`src/rtl/window_buffer_3x3.sv`:
```
// 3x3 sliding-window generator for a raster-order 8-bit grey image.
// Two line buffers hold the previous two rows; the window advances by one
// column on every accepted pixel. win_valid flags windows that lie fully
// inside the image, and frame_done pulses after the last pixel of a frame.
module window_buffer_3x3 #(
  parameter int IMG_WIDTH  = 256,
  parameter int IMG_HEIGHT = 256
) (
  input  logic       clk,
  input  logic       rst_n,
  input  logic [7:0] pix_in,
  input  logic       pix_valid,
  input  logic       sof,
  output logic [7:0] mat00,
  output logic [7:0] mat01,
  output logic [7:0] mat02,
  output logic [7:0] mat10,
  output logic [7:0] mat11,
  output logic [7:0] mat12,
  output logic [7:0] mat20,
  output logic [7:0] mat21,
  output logic [7:0] mat22,
  output logic       win_valid,
  output logic       frame_done
);

  localparam int DATA_W = 8;
  localparam int CW     = $clog2(IMG_WIDTH);
  localparam int RW     = $clog2(IMG_HEIGHT);

  logic [CW-1:0]     col;
  logic [RW-1:0]     row;
  logic [CW-1:0]     cur_col;
  logic [RW-1:0]     cur_row;
  logic              last_col;
  logic              last_row;
  logic [DATA_W-1:0] lb0 [IMG_WIDTH];
  logic [DATA_W-1:0] lb1 [IMG_WIDTH];
  logic [DATA_W-1:0] lb0_rd;
  logic [DATA_W-1:0] lb1_rd;

  // Position of the pixel being accepted: sof forces (0,0) regardless of counters.
  always_comb begin
    cur_col  = col;
    cur_row  = row;
    if (sof) begin
      cur_col = '0;
      cur_row = '0;
    end
    last_col = (cur_col == CW'(IMG_WIDTH - 1));
    last_row = (cur_row == RW'(IMG_HEIGHT - 1));
    lb0_rd   = lb0[cur_col];
    lb1_rd   = lb1[cur_col];
  end

  // Raster position counters, advanced only by accepted pixels.
  always_ff @(posedge clk) begin
    if (!rst_n) begin
      col <= '0;
      row <= '0;
    end else if (pix_valid) begin
      if (last_col) begin
        col <= '0;
        row <= last_row ? '0 : cur_row + RW'(1);
      end else begin
        col <= cur_col + CW'(1);
        row <= cur_row;
      end
    end
  end

  // Line buffers: read-before-write, so the window sees the older rows at this column.
  // Contents survive reset; stale data never reaches a flagged window.
  always_ff @(posedge clk) begin
    if (rst_n && pix_valid) begin
      lb1[cur_col] <= lb0_rd;
      lb0[cur_col] <= pix_in;
    end
  end

  // Stage boundary: accepted pixel -> registered 3x3 window (one cycle latency).
  always_ff @(posedge clk) begin
    if (!rst_n) begin
      mat00 <= '0; mat01 <= '0; mat02 <= '0;
      mat10 <= '0; mat11 <= '0; mat12 <= '0;
      mat20 <= '0; mat21 <= '0; mat22 <= '0;
    end else if (pix_valid) begin
      mat00 <= mat01; mat01 <= mat02; mat02 <= lb1_rd;
      mat10 <= mat11; mat11 <= mat12; mat12 <= lb0_rd;
      mat20 <= mat21; mat21 <= mat22; mat22 <= pix_in;
    end
  end

  // Window qualifier and end-of-frame pulse, aligned with the window registers.
  always_ff @(posedge clk) begin
    if (!rst_n) begin
      win_valid  <= 1'b0;
      frame_done <= 1'b0;
    end else begin
      win_valid  <= pix_valid && (cur_row >= RW'(2)) && (cur_col >= CW'(2));
      frame_done <= pix_valid && last_col && last_row;
    end
  end

endmodule
```
`config.mk`:
```
export PLATFORM = sky130hd
export DESIGN_NAME = window_buffer_3x3
export DESIGN_NICKNAME = d
export VERILOG_FILES = /design/src/rtl/window_buffer_3x3.sv
export SDC_FILE = /design/constraint.sdc
export NUM_CORES = 2
export LEC_CHECK = 0
export CAP_MARGIN = 5
export CORE_UTILIZATION = 30
export DETAILED_ROUTE_END_ITERATION = 8
export GPL_ROUTABILITY_DRIVEN = 0
export PLACE_DENSITY = 0.53
export SLEW_MARGIN = 10
export SYNTH_ARGS = -nofsm -noshare
export SYNTH_HDL_FRONTEND = slang
export SYNTH_SLANG_ARGS = --single-unit
```
`constraint.sdc`:
```
create_clock -name clk -period 10.1 [get_ports clk]
set_input_delay 2.02 -clock clk [delete_from_list [all_inputs] [get_ports clk]]
set_output_delay 2.02 -clock clk [all_outputs]
set_load 0.02 [all_outputs]
```
# After elaboration in Yosys (flattened, before gate mapping)
# Memory sizes are Yosys's and may differ from the RTL's. A register that Yosys moved wholly into a read port is not among the register bits.
# Index checks and enable logic that the tools add are counted.
[totals]
ff_bits = 82
latch_bits = 0
ram_bits = 4096
romBits = 0
inputBits = 12
output_inout_bits = 74
elab_cells = 33
memories = 2
[mem_list]
columns = ["memory", "depth", "width", "read_ports", "rd_ports_with_merged_regs", "write_ports", "line", "source"]
rows = [
  ["lb0", 256, 8, 1, 0, 1, "37", "logic [DATA_W-1:0] lb0 [IMG_WIDTH];"],
  ["lb1", 256, 8, 1, 1, 1, "38", "logic [DATA_W-1:0] lb1 [IMG_WIDTH];"],
]
[op_classes]
n_addsub = 2
multipliers = 0
n_div = 0
magnitude_cmp = 2
eq_ne = 2
shifts = 0
mux = 7
n_bitwise = 0
reduce_logical = 6
[op_table]
columns = ["op", "count"]
rows = [
  ["2-to-1 mux 8 bit", 5],
  ["adder 8 x 1 -> 8 bit (second input constant)", 2],
  ["equality test 8 bit (second input constant)", 2],
  ["greater-or-equal comparator 8 x 2 -> 1 bit (second input constant)", 2],
  ["logical AND 1 bit", 5],
  ["2-to-1 mux 1 bit", 2],
  ["logical NOT 1 bit", 1],
]

# Longest topological paths before layout
[depth]
depth_word = 4
ltp_mapped = 15

# Worst setup path after synthesis
# Ideal clock, no wire load.
[synth_timing]
path_type = "input -> register"
from = "in sof"
to = "mem lb1[0][3] (data pin)"
setup_ns = 1.796
arrival_time_ns = 7.531
required_time_ns = 8.304
slack_ns = 0.772
cell_stages = 11
path_cell_list = "buf_2 nor2b_2 buf_4 buf_4 buf_2 buf_1 nand2_1 a31oi_1 a21oi_1 nor4_1 nand4_1"
[synth_via]
elab_chain_len = 2
[synth_lines]
columns = ["item", "line", "source"]
rows = [
  ["start: declaration", "13", "input logic sof,"],
  ["2-to-1 mux 8 bit", "46", "if (sof) begin"],
  ["memory read (256 x 8 bit)", "-", ""],
  ["net lb0_rd[3]", "39", "logic [DATA_W-1:0] lb0_rd;"],
  ["end: declaration", "38", ""],
]
# The timed path passes the listed nets, and every way through them passes these cells.

# Worst setup path after layout
[layout_timing]
from = "in sof"
to = "mem lb1[126][7] (data pin)"
# The elaborated chain is that of the path after synthesis.

==> impl_results.md <==
* Synth Cell Area at 0.164 sq mm
* First-pass GRT wire length at 768 mm
* Tmin final at 7630 ps
* Worst path arrival time at 8260 ps
* EDFF count, synth at 4096
* Status: completed
* Synth Area in Adders at 0.000458
* Critical Path Fanout Max at 108
* # Post-CTS Setup Buffers at 0
* CTS H-tree lvls at 5
* Sequential cell area fraction in the yosys report at 0.762
* GR Overflow Total at 0
* RSZ-0062 raised after global routing: no
* Die width at 741 microns
* # Max-Cap Violations at 0
* Fin. Hold Viols at 0
* Vias in the first global route at 94607
* Min-delay worst type: register to register
* Compound-gate portion of the synthesized area at 0.0874
* Initial DRC count at 11825
* DRT Pass-1 Iters at 6
* Routed Antenna Nets at 0
* R2r setup slk at 3360 ps
* Longest Clk Path Bufs at 4
* Final Instance Area at 0.189 sq mm
* Syn nets at 10831
* Initial antenna violation count at 29
* Clock root cell: clkbuf_16
* Main synth FF type: edfxtp_1
* Clk_skew at 86.8 ps
* # fillers at 52065
* Die area at 0.549 sq mm
* DRC viols at 0
* Tcrit/Tclk final at 0.756
* PortBufs at 85
* Row cnt at 271
* CP Class: input pin to register
* DR vias at 100188
* Largest net degree at the start of global routing at 205
* Pwr dens at 192 mW/mm^2
* Area of the multi-input gates at 0.0359 sq mm
* Reg2reg path depth at 12
* Yosys warns at 0
* Most common cell after layout, fill and taps aside: edfxtp_1
* Worst-Skew Late Latency at 1040 ps
* Die Span Y at 741 microns
* Max-slew violation count at 0
* Xor/xnor share of the synthesized area at 0.000107
* CP startpoint: sof
* Fmax at 131 MHz
* TritonCTS Buffers at 443
* Hold Startpoint: mat11[7]$_SDFFE_PN0P_
* Worst path required time at 10730 ps
* Initial core utilization at 0.301
* #FFs+latches synth at 4186
* GRT Total Usage at 0.195
* Mapped Avg Cell Area at 15.2 sq um
* Async S/R FF share, synth at 0
* Leak at 60.5 nW
* Vias per inst at 5.35
* Hold buffers post-CTS at 0
* Setup tns final at 0 ps
* Synth Area in Simple Gates at 0.0790
* Clock Sink Count at 4186
* Post-synthesis mux area share at 0.0497
* Final number of setup-violating endpoints at 0
* Area delta synth->final at 15.5%
* DP Area at 0.176 sq mm
* Slew margin rel. at 0.0356
* Slew at the pin closest to its max-slew limit at 1440 ps
* Core area at 0.544 sq mm
* Synthesized instance count at 10813
* Final nets at 11132
* VDD IR-drop max at 152 uV
* Most frequent cells in the layout: edfxtp_1 (4096), nand2_1 (1660), mux2i_1 (651)
* End of the critical path: lb1[126][7]$_DFFE_PP_
* Reg area at 0.125 sq mm
* Top-Level Pins at 86
* Worst setup SP type: input pin
* Post-DP HPWL at 322 mm
* Netlist cell types at 78
* Non-filler instance count after layout at 18731
* Dpl cells at 17903
* DR WL/cell at 29.7 microns
* Layout cells sized above 1 at 0.119
* Post-cts sizing count at 0
* Crit end category: register
* Design Power at 36.3 mW
* DRT Wirelength at 556 mm
* Largest family of logic cells by synthesized area: compound AO/OA/AOI/OAI gates
* Worst-path clk slew at 60 ps
* R2R Path Start: col[0]$_SDFFE_PN0P_
* R2R Path End: lb1[126][7]$_DFFE_PP_
* CTS tree: yes
-- critical path, cell delays in order --
cell,delay (ps)
buf_4,540
nor2b_4,220
inv_8,580
buf_12,500
buf_4,500
mux2i_1,230
o22ai_1,100
a211oi_1,1130
o22ai_1,180
nor4_2,710
nand2_4,660
buf_12,430
-- metrics by stage --
| stage | hold slack [ps] | utilization | worst slack (ps) |
|---|---|---|---|
| 2_1_floorplan | 464 | - | 772 |
| 3_3_place_gp | 497 | 0.322 | 1030 |
| 3_5_place_dp | 502 | 0.323 | 1700 |
| 6_report | 511 | 0.348 | 2470 |
| 5_1_grt | 549 | 0.348 | 2540 |
| 4_1_cts | 515 | 0.348 | 2750 |
-- how the worst min path moves through the flow --
stage	cells past startpoint	slack, ps	to
2_1_floorplan	2	460	row[6]$_SDFFE_PN0P_
3_3_place_gp	2	500	mat10[2]$_SDFFE_PN0P_
3_5_place_dp	2	500	mat10[6]$_SDFFE_PN0P_
4_1_cts	2	520	mat10[7]$_SDFFE_PN0P_
5_1_grt	2	550	mat10[5]$_SDFFE_PN0P_
6_report	2	510	mat10[7]$_SDFFE_PN0P_
-- registers in the layout, indices dropped and copies added, names as in the netlist --
signal      cells
mat21           8
lb1          2048
win_valid       1
col             8
frame_done      1
mat11           8
mat10           8
mat02           8
mat00           8
lb0          2048
mat22           8
row             8
mat01           8
mat20           8
mat12           8
-- metal layers --
metal	vias up	GRT usage	routed length, microns
li1	42584	-	-
met1	52102	0.260	226000
met2	4551	0.310	255000
met3	943	0.0378	46900
met4	8	0.0863	28000
met5	-	0	55
-- cell usage after synthesis, drive strengths merged (22+ instances only) --
master	number	area [sq um]
edfxtp	4096	123000
nand2	1687	6330
mux2i	651	6520
buf	518	2500
a211oi	411	3090
a31oi	395	2470
nor2b	377	2360
nor2	345	1300
nand3	343	1720
a21oi	333	1670
clkbuf	262	983
o22ai	256	1600
a311oi	177	1550
o21ai	176	881
a221oi	165	1450
mux2	108	1220
dfxtp	90	1800
nor4	79	500
a22oi	54	405
and3	40	250
a2bb2oi	29	254
nor3	23	120
a221o	22	220
-- logic make-up after synthesis --
group                    after synthesis
adder cells (fa/ha/maj)                6
AND/OR/NAND/NOR                     2942
XOR/XNOR                               2
AO/OA/AOI/OAI                       2101
multiplexers                         777
flip-flops                          4186
buffers and inverters                799
-- layout make-up --
| class | instances | share of cell area |
|---|---|---|
| Sequential cell | 4186 | 0.660 |
| Multi-Input combinational cell | 5828 | 0.190 |
| Clock buffer | 587 | 0.0618 |
| Tap cell | 7234 | 0.0478 |
| Timing Repair Buffer | 636 | 0.0301 |
| Clock inverter | 224 | 0.0101 |
| Inverter | 19 | 0.000456 |
| Antenna cell | 17 | 0.000225 |
-- where the power goes --
| part | switching [mW] | internal [mW] |
|---|---|---|
| combinational | 1.20 | 0.392 |
| clock | 6.89 | 8.63 |
| sequential | 0.0259 | 19.2 |
Note: power is estimated with default switching activity, not from simulation.
